### src/rtl/bp_fpga_dma_arb_pkg.sv
// Shared definitions for the DRAM DMA arbiter.
//   - arb_state_e          : arbiter FSM encoding
//   - bsg_cache_dma_pkt_s  : bsg_cache DMA packet layout (write_not_read in the MSB)
//   - clog2_min1()         : index/counter width helper that never returns 0
package bp_fpga_dma_arb_pkg;

    typedef enum logic [1:0] {
        ST_IDLE  = 2'd0,
        ST_ISSUE = 2'd1,
        ST_WDATA = 2'd2,
        ST_RDATA = 2'd3
    } arb_state_e;

    localparam int dma_addr_width_lp = 28;

    typedef struct packed {
        logic                         write_not_read;
        logic [dma_addr_width_lp-1:0] addr;
    } bsg_cache_dma_pkt_s;

    // A single-entry index or single-beat counter still needs one bit.
    function automatic int clog2_min1(input int n);
        return (n <= 2) ? 1 : $clog2(n);
    endfunction

endpackage

### src/rtl/bsg_arb_round_robin.sv
// Round-robin requester selection for the DRAM DMA arbiter.
// Ports:
//   clk_i, reset_n_i : clock, synchronous active-low reset (pointer -> 0)
//   reqs_i           : request vector
//   yumi_i           : accept the current winner; pointer moves past it
//   v_o              : at least one request present
//   grant_idx_o      : index of the winner, searched from the pointer upward
module bsg_arb_round_robin
    import bp_fpga_dma_arb_pkg::*;
#(
    parameter  int width_p      = 2,
    localparam int idx_width_lp = clog2_min1(width_p)
) (
    input  logic                    clk_i,
    input  logic                    reset_n_i,
    input  logic [width_p-1:0]      reqs_i,
    input  logic                    yumi_i,
    output logic                    v_o,
    output logic [idx_width_lp-1:0] grant_idx_o
);

    logic [idx_width_lp-1:0] r_ptr;
    logic                    w_found;

    function automatic logic [idx_width_lp-1:0] rot_idx(input logic [idx_width_lp-1:0] base,
                                                        input int off);
        return idx_width_lp'((int'(base) + off) % width_p);
    endfunction

    always_comb begin
        w_found     = 1'b0;
        grant_idx_o = r_ptr;
        for (int i = 0; i < width_p; i++) begin
            if (!w_found && reqs_i[rot_idx(r_ptr, i)]) begin
                w_found     = 1'b1;
                grant_idx_o = rot_idx(r_ptr, i);
            end
        end
    end

    assign v_o = w_found;

    always_ff @(posedge clk_i) begin
        if (!reset_n_i) begin
            r_ptr <= '0;
        end else if (yumi_i && w_found) begin
            r_ptr <= (grant_idx_o == idx_width_lp'(width_p - 1)) ? '0 : grant_idx_o + 1'b1;
        end
    end

endmodule

### src/rtl/dram_dma_arbiter.sv
// Shares one MIG DMA port between num_req_p bsg_cache DMA requesters.
// One transaction is in flight at a time; the packet and data paths are
// purely combinational muxes steered by the registered grantee index.
// Ports:
//   clk_i, reset_n_i                       : clock, synchronous active-low reset
//   req_pkt_i / req_pkt_v_i / req_pkt_yumi_o : per-requester DMA packets
//   req_data_o / req_data_v_o / req_data_ready_and_i : read data to requesters
//   req_data_i / req_data_v_i / req_data_yumi_o      : write data from requesters
//   dma_pkt_o / dma_pkt_v_o / dma_pkt_yumi_i          : packet to controller
//   dma_data_i / dma_data_v_i / dma_data_ready_and_o  : read data from controller
//   dma_data_o / dma_data_v_o / dma_data_yumi_i       : write data to controller
//   grant_o, busy_o                          : current owner (one-hot), not idle
//
// state    | meaning
// ---------+----------------------------------------------------------
// ST_IDLE  | no owner; pick round-robin winner when any packet is valid
// ST_ISSUE | owner's packet presented to controller, waiting for yumi
// ST_WDATA | streaming burst_len_p write beats from owner to controller
// ST_RDATA | streaming burst_len_p read beats from controller to owner
module dram_dma_arbiter
    import bp_fpga_dma_arb_pkg::*;
#(
    parameter int num_req_p       = 2,
    parameter int dma_pkt_width_p = 29,
    parameter int data_width_p    = 64,
    parameter int burst_len_p     = 8
) (
    input  logic                                 clk_i,
    input  logic                                 reset_n_i,

    input  logic [num_req_p*dma_pkt_width_p-1:0] req_pkt_i,
    input  logic [num_req_p-1:0]                 req_pkt_v_i,
    output logic [num_req_p-1:0]                 req_pkt_yumi_o,

    output logic [data_width_p-1:0]              req_data_o,
    output logic [num_req_p-1:0]                 req_data_v_o,
    input  logic [num_req_p-1:0]                 req_data_ready_and_i,

    input  logic [num_req_p*data_width_p-1:0]    req_data_i,
    input  logic [num_req_p-1:0]                 req_data_v_i,
    output logic [num_req_p-1:0]                 req_data_yumi_o,

    output logic [dma_pkt_width_p-1:0]           dma_pkt_o,
    output logic                                 dma_pkt_v_o,
    input  logic                                 dma_pkt_yumi_i,

    input  logic [data_width_p-1:0]              dma_data_i,
    input  logic                                 dma_data_v_i,
    output logic                                 dma_data_ready_and_o,

    output logic [data_width_p-1:0]              dma_data_o,
    output logic                                 dma_data_v_o,
    input  logic                                 dma_data_yumi_i,

    output logic [num_req_p-1:0]                 grant_o,
    output logic                                 busy_o
);

    localparam int idx_width_lp = clog2_min1(num_req_p);
    localparam int cnt_width_lp = clog2_min1(burst_len_p);

    arb_state_e                r_state;
    arb_state_e                w_state_next;
    logic [idx_width_lp-1:0]   r_gnt_idx;
    logic [cnt_width_lp-1:0]   r_cnt;
    logic [cnt_width_lp-1:0]   w_cnt_next;
    logic                      w_rr_v;
    logic                      w_rr_adv;
    logic [idx_width_lp-1:0]   w_rr_idx;
    logic                      w_beat;
    logic [num_req_p-1:0]      w_sel;

    logic [dma_pkt_width_p-1:0] w_pkt_arr   [num_req_p];
    logic [data_width_p-1:0]    w_wdata_arr [num_req_p];
    logic [dma_pkt_width_p-1:0] w_gnt_pkt;

    for (genvar g = 0; g < num_req_p; g++) begin : g_unpack
        assign w_pkt_arr[g]   = req_pkt_i[g*dma_pkt_width_p +: dma_pkt_width_p];
        assign w_wdata_arr[g] = req_data_i[g*data_width_p +: data_width_p];
    end

    bsg_arb_round_robin #(
        .width_p     (num_req_p)
    ) u_rr (
        .clk_i       (clk_i),
        .reset_n_i   (reset_n_i),
        .reqs_i      (req_pkt_v_i),
        .yumi_i      (w_rr_adv),
        .v_o         (w_rr_v),
        .grant_idx_o (w_rr_idx)
    );

    assign w_sel      = num_req_p'(1) << r_gnt_idx;
    assign w_gnt_pkt  = w_pkt_arr[r_gnt_idx];
    assign dma_pkt_o  = w_gnt_pkt;
    assign dma_data_o = w_wdata_arr[r_gnt_idx];
    assign req_data_o = dma_data_i;

    // Status outputs are masked while reset is held so nothing stale from an
    // abandoned transaction is visible before the first reset edge.
    assign busy_o  = reset_n_i && (r_state != ST_IDLE);
    assign grant_o = busy_o ? w_sel : '0;

    always_comb begin
        w_state_next         = r_state;
        w_cnt_next           = r_cnt;
        w_rr_adv             = 1'b0;
        w_beat               = 1'b0;
        dma_pkt_v_o          = 1'b0;
        req_pkt_yumi_o       = '0;
        dma_data_v_o         = 1'b0;
        req_data_yumi_o      = '0;
        req_data_v_o         = '0;
        dma_data_ready_and_o = 1'b0;

        case (r_state)
            ST_IDLE: begin
                if (w_rr_v) begin
                    w_rr_adv     = 1'b1;
                    w_state_next = ST_ISSUE;
                end
            end
            ST_ISSUE: begin
                dma_pkt_v_o    = req_pkt_v_i[r_gnt_idx];
                req_pkt_yumi_o = w_sel & {num_req_p{dma_pkt_yumi_i}};
                if (dma_pkt_v_o && dma_pkt_yumi_i) begin
                    w_cnt_next   = '0;
                    w_state_next = w_gnt_pkt[dma_pkt_width_p-1] ? ST_WDATA : ST_RDATA;
                end
            end
            ST_WDATA: begin
                dma_data_v_o    = req_data_v_i[r_gnt_idx];
                req_data_yumi_o = w_sel & {num_req_p{dma_data_yumi_i}};
                w_beat          = dma_data_v_o && dma_data_yumi_i;
            end
            ST_RDATA: begin
                req_data_v_o         = w_sel & {num_req_p{dma_data_v_i}};
                dma_data_ready_and_o = req_data_ready_and_i[r_gnt_idx];
                w_beat               = dma_data_v_i && dma_data_ready_and_o;
            end
            default: begin
                w_state_next = ST_IDLE;
            end
        endcase

        if (w_beat) begin
            if (r_cnt == cnt_width_lp'(burst_len_p - 1)) begin
                w_cnt_next   = '0;
                w_state_next = ST_IDLE;
            end else begin
                w_cnt_next = r_cnt + 1'b1;
            end
        end

        if (!reset_n_i) begin
            w_rr_adv             = 1'b0;
            dma_pkt_v_o          = 1'b0;
            req_pkt_yumi_o       = '0;
            dma_data_v_o         = 1'b0;
            req_data_yumi_o      = '0;
            req_data_v_o         = '0;
            dma_data_ready_and_o = 1'b0;
        end
    end

    always_ff @(posedge clk_i) begin
        if (!reset_n_i) begin
            r_state   <= ST_IDLE;
            r_cnt     <= '0;
            r_gnt_idx <= '0;
        end else begin
            r_state <= w_state_next;
            r_cnt   <= w_cnt_next;
            if (w_rr_adv) begin
                r_gnt_idx <= w_rr_idx;
            end
        end
    end

    // A granted requester must hold its packet valid until the controller
    // accepts it; dropping it would leave ISSUE waiting forever.
    a_pkt_v_held: assert property (@(posedge clk_i) disable iff (!reset_n_i)
        (r_state == ST_ISSUE) |-> req_pkt_v_i[r_gnt_idx]);

endmodule

### config.mk
export PLATFORM = sky130hd
export DESIGN_NAME = dram_dma_arbiter
export DESIGN_NICKNAME = d
export VERILOG_FILES = /design/src/rtl/bp_fpga_dma_arb_pkg.sv /design/src/rtl/bsg_arb_round_robin.sv /design/src/rtl/dram_dma_arbiter.sv
export SDC_FILE = /design/constraint.sdc
export NUM_CORES = 1
export LEC_CHECK = 0
export ABC_AREA = 1
export BUFFER_PORTS_ARGS = -buffer_cell sky130_fd_sc_hd__buf_2
export CAP_MARGIN = 0
export CELL_PAD_IN_SITES_DETAIL_PLACEMENT = 1
export CELL_PAD_IN_SITES_GLOBAL_PLACEMENT = 2
export CORE_AREA = 5 5 166 168
export DETAILED_ROUTE_END_ITERATION = 8
export DIE_AREA = 0 0 171 173
export GPL_ROUTABILITY_DRIVEN = 0
export PLACE_DENSITY_LB_ADDON = 0.1
export SLEW_MARGIN = 20
export SYNTH_ARGS = -nofsm -noshare
export SYNTH_HDL_FRONTEND = slang
export SYNTH_SLANG_ARGS = --single-unit
export TNS_END_PERCENT = 10
### constraint.sdc
create_clock -name clk_i -period 1.3 [get_ports clk_i]
set_input_delay 0.065 -clock clk_i [delete_from_list [all_inputs] [get_ports clk_i]]
set_output_delay 0.065 -clock clk_i [all_outputs]
set_load 0.005 [all_outputs]
# Word-level counts from Yosys, hierarchy flattened
# Cells that the tools add are included.
[classes]
n_addsub = 3
n_mul = 0
n_div = 0
order_cmp = 4
n_eq_ne = 4
shifts = 1
muxes = 47
n_bitwise = 4
reduce_logical = 12
[op_table]
columns = ["cell", "n"]
rows = [
  ["64-bit 2-to-1 mux", 3],
  ["29-bit 2-to-1 mux", 3],
  ["1-bit 2-to-1 mux", 24],
  ["2-bit 2-to-1 mux", 11],
  ["3-bit 2-to-1 mux", 4],
  ["2-bit bitwise AND", 3],
  ["1-bit logical AND", 6],
  ["1-bit by 2-bit < comparator with 1-bit output, second input constant", 3],
  ["2-bit nonzero test", 3],
  ["2-bit equality test, second input constant", 2],
  ["2-bit case mux with 2 select lines", 1],
  ["3-bit by 1-bit adder with 3-bit output, second input constant", 1],
  ["3-bit equality test, second input constant", 1],
  ["1-bit adder, second input constant", 2],
  ["2-bit by 1-bit equality test with 1-bit output, second input constant", 1],
  ["2-bit greater-or-equal comparator, second input constant", 1],
  ["2-bit logical NOT", 1],
  ["1-bit inverter with 2-bit output", 1],
  ["1-bit case mux with 2 select lines", 1],
  ["2-bit AND reduction", 1],
  ["1-bit by 1-bit << shifter with 2-bit output, first input constant", 1],
  ["1-bit logical NOT", 1],
]
[word_totals]
regBits = 7
latchBits = 0
mem_bits_rw = 0
romBits = 0
output_inout_bits = 169
wordCells = 79
memories = 0

# Longest topological paths before layout
[logic_depth]
depth_word = 10
depth_mapped = 9
mapped_depth_nobuf = 8

# By module
# A second synthesis with hierarchy kept.
[hier_totals]
hier_cells = 452
hier_area_um2 = 2207.1
[modules_own_cells]
columns = ["module", "instances", "cells_per_inst", "area_each_um2", "seq_area_each_um2"]
rows = [
  ["dram_dma_arbiter", 1, 442, 2142.1, 120.1],
  ["bsg_arb_round_robin", 1, 10, 65.1, 20.0],
]

# Worst setup path after synthesis
# OpenSTA, ideal clock, no wires.
[synth_timing]
path_type = "register -> register"
start = "register r_gnt_idx"
end = "register r_state[1]"
t_arrival_ps = 911
t_required_ps = 1180
slack_ps = 269
path_stages_with_launch = 10
synth_period_minus_slack_ps = 1031
path_cell_list = "dfxtp_1 > buf_6 > inv_6 > nand2_2 > nand2_2 > nand3_2 > nand2_2 > nand2_1 > nand2_1 > a21oi_1"
[synth_via]
elab_chain_cells = 7
[synth_lines]
columns = ["element", "line_no", "text"]
rows = [
  ["start, declared", "dram_dma_arbiter.sv:64", "logic [idx_width_lp-1:0] r_gnt_idx;"],
  ["start signal, assigned", "dram_dma_arbiter.sv:175", "r_gnt_idx <= w_rr_idx;"],
  ["1-bit 2-to-1 mux (not written as such) (2 in a row)", "dram_dma_arbiter.sv:124", "dma_pkt_v_o = req_pkt_v_i[r_gnt_idx];"],
  ["1-bit logical AND", "dram_dma_arbiter.sv:126", "if (dma_pkt_v_o && dma_pkt_yumi_i) begin"],
  ["2-bit 2-to-1 mux", "dram_dma_arbiter.sv:126", ""],
  ["2-bit case mux with 2 select lines", "dram_dma_arbiter.sv:116", "case (r_state)"],
  ["2-bit 2-to-1 mux", "dram_dma_arbiter.sv:147", "if (r_cnt == cnt_width_lp'(burst_len_p - 1)) begin"],
  ["2-bit 2-to-1 mux (*)", "dram_dma_arbiter.sv:146", "if (w_beat) begin"],
  ["end signal, assigned", "dram_dma_arbiter.sv:172", "r_state <= w_state_next;"],
  ["end, declared", "dram_dma_arbiter.sv:62", "arb_state_e r_state;"],
]
# Every way passes the cells marked *; elsewhere a longest branch is shown, timed or not. The select of a mux whose other input is x is not followed.
# A chain may end at the register's enable or synchronous reset.

# Worst setup path in the final report
[layout_timing]
start = "register r_gnt_idx"
end = "output port dma_data_o[7]"
[layout_via]
elab_chain_cells = 4
[layout_lines]
columns = ["element", "line_no", "text"]
rows = [
  ["1-bit inverter with 2-bit output (not written as such)", "dram_dma_arbiter.sv:96", "assign dma_data_o = w_wdata_arr[r_gnt_idx];"],
  ["64-bit 2-to-1 mux (not written as such) (3 in a row)", "dram_dma_arbiter.sv:96", ""],
  ["end, declared", "dram_dma_arbiter.sv:51", "output logic [data_width_p-1:0] dma_data_o,"],
]
# No other way between the ends. The select of a mux whose other input is x is not followed.

==> out/results.ini <==
[status]
status = complete, but fails checks
violations = setup timing

[pwr]
p_seq_share_pct = 10.3
ir_drop_mv = 0.2752
pwr-share-clk_pct = 21.2
intPower_mw = 1.472
p_leak_nw = 2.521
finalPower_mw = 2.456
p_sw_mw = 0.9833
netSwitchingFraction_pct = 40.04
cellPowerDensity_mw_per_mm2 = 587.1
comb_power_share_pct = 68.6

[min_path]
hold_start = dma_data_i[56]
hold_path_class = in -> out
min_path_cells = 0
hold_end = req_data_o[56]

[timing]
finalCritPeriodShare_pct = 107.3
fmax_ghz = 0.7170
period_needed_ns = 1.395
fin_skew_ns = 0.001728
slew_headroom_pct = 77.72
rsz0062_at_grt = true
finalMaxSlewViolations = 0
hold_viol_final = 0
finalSetupViolations = 88
finalWorstSetupSlack_ns = -0.09475
tightestPinTransition_ns = 0.3338
whs_ns = 0.1300

[clock_tree]
cts_sinks = 7
path_clk_slew_ns = 0.04
htreeDepth = 1
clock_path_buffers = 2
cts_made_buffers = 3
clock_latency_ns = 0.23
cts_root_buf = clkbuf_16
cts_tree = done
cts_hold_buf = 0

[detailed_routing]
drt-initial-drc-count = 44
viasPerCell = 3.510
drt-total-wl_mm = 16.63
drt_first_pass_iters = 4
num_vias = 3591
avgRoutedWirePerCell_um = 16.26
drc = 0
ant_nets = 0

[layout]
layout-drive-gt1-share_pct = 55.83
mostFrequentLayoutCells = buf_2, nand2_1, nand2_2
area_growth_pct = 96.65
final_cell_area_mm2 = 0.004183
nets = 950
mostFrequentLayoutCell = buf_2
final_cells = 1023

[global_routing]
gr-total-overflow = 0
groute.usage.overall_pct = 9.633
grt_pass1_vias = 3925
gr-max-usage-layer = met2
grt_max_degree = 46
grtUsageMet2_pct = 18.65
use_met3_pct = 5.160
grt_antenna_before_repair = 6
grt_pass1_wl_mm = 22.67
grtUsageMet1_pct = 9.115

[setup_path]
r2r-start = r_gnt_idx
required_ns = 1.24
r2r_slack_ns = 0
critPathLaunchType = flop
criticalPathCategory = reg -> out
regToRegEndpoint = r_cnt[2]
worstPathArrival_ns = 1.33
crit_path_end_kind = output pin
crit_path_max_fanout = 10
worstRegToRegCells = 7

[synthesis]
avgSynthCellArea_um2 = 4.823
postSynthCellCount = 441
synth.distinct_cells = 21
seq_area_frac_synth_pct = 6.588
syn-num-nets = 704
synth-seq-cells = 7
syn_area_mm2 = 0.002127
ys_warn_count = 0

[placed_design]
port_buffers = 301
pre_cts_ws_ns = 0.07099
dp.cells = 999
dp_hpwl_mm = 13.54
place_area_mm2 = 0.003563

[die]
core_mm2 = 0.02576
start_util_pct = 8.256
dieWidth_um = 171
die_h_um = 173
core.rowCount = 59
io_pins = 430
die_area_mm2 = 0.02958

[run]
drv_cap = 0

## sequential cells by signal, indices dropped and copies added (netlist names)
| name | count |
|---|---|
| r_state | 2 |
| r_gnt_idx | 1 |
| r_cnt | 3 |
| u_rr.r_ptr | 1 |
## metal layers
layer	vias up	part of all wire [%]
met1	1580	34
met2	233	52
met3	14	14
met5	-	0.25
met4	6	0.35
li1	1758	-
## metrics by stage
step / setup TNS, ns / util (%)
detailed placement: 0 / 13.83
global placement: 0 / 13.83
CTS: -1.698 / 14.95
global route: -11.14 / 16.24
floorplan: 0 / -
finish: -3.890 / 16.24
## kinds of logic (layout without fill, tap and decap cells)
| group | count (synthesis) | after routing | share of synthesized area (%) |
|---|---|---|---|
| DFF | 7 | 7 | 6.588 |
| AOI/OAI and AO/OA | 11 | 11 | 3.000 |
| other | 0 | 2 | 0 |
| buffers and inverters | 98 | 343 | 29.94 |
| and+or+nand+nor | 323 | 323 | 59.29 |
| adders and majority gates | 2 | 2 | 1.176 |
## cell type report
type	count	area [um^2]
Fill cell	3295	21580
Tap cell	335	419.2
Clock buffer	4	78.83
Sequential cell	7	145.1
Timing Repair Buffer	326	1933
Antenna cell	2	5.005
Multi-Input combinational cell	336	1538
Inverter	13	63.81
## power by group through the flow
stage,Combinational [mW],Clock (mW),Sequential (mW)
3_3_place_gp,1.41,0,0.254
6_report,1.68,0.520,0.252
5_1_grt,1.89,0.564,0.254
3_5_place_dp,1.41,0,0.255
2_1_floorplan,0.729,0,0.240
4_1_cts,1.55,0.534,0.255
## worst max-delay path, stage by stage (launching register included)
cell       delay [ns]
dfxtp_4          0.42
clkinv_8         0.11
buf_12           0.16
clkbuf_16        0.17
nand2_1          0.06
nand2_1          0.05
buf_2            0.12
## worst max-delay path by stage
| stage | slack, ns | to | startpoint |
|---|---|---|---|
| 2_1_floorplan | 0.27 | r_state[1] | r_gnt_idx |
| 3_3_place_gp | 0.06 | r_state[0] | r_gnt_idx |
| 3_5_place_dp | 0.07 | dma_data_o[17] | r_gnt_idx |
| 4_1_cts | -0.09 | dma_data_o[63] | r_gnt_idx |
| 5_1_grt | -0.15 | dma_pkt_o[28] | r_gnt_idx |
| 6_report | -0.09 | dma_data_o[7] | r_gnt_idx |
## cells in the mapped netlist
cell type	count	area [um^2]
a21oi_1	7	35.03
buf_2	13	65.06
buf_4	64	480.5
buf_6	1	11.26
clkbuf_1	7	26.28
dfxtp_1	7	140.1
ha_1	2	25.02
inv_1	11	41.29
inv_2	1	3.750
inv_6	1	8.760
nand2_1	293	1100
nand2_2	6	37.54
nand3_1	2	10.01
nand3_2	2	20.02
nand4_1	3	18.77
nor2_1	9	33.78
nor2_2	1	6.260
nor3_1	7	35.03
o2111ai_1	1	8.760
o211a_1	1	10.01
o21ai_0	2	10.01
## what timing repair did
| action | CTS | global route |
|---|---|---|
| gates resized for setup | 24 | 52 |
| cloned | 2 | 4 |
| pin swaps | 1 | 4 |
| setup endpoints to repair | 99 | 110 |
| buffers inserted | 6 | 7 |
No activity file was read; power rests on OpenSTA's default activity.
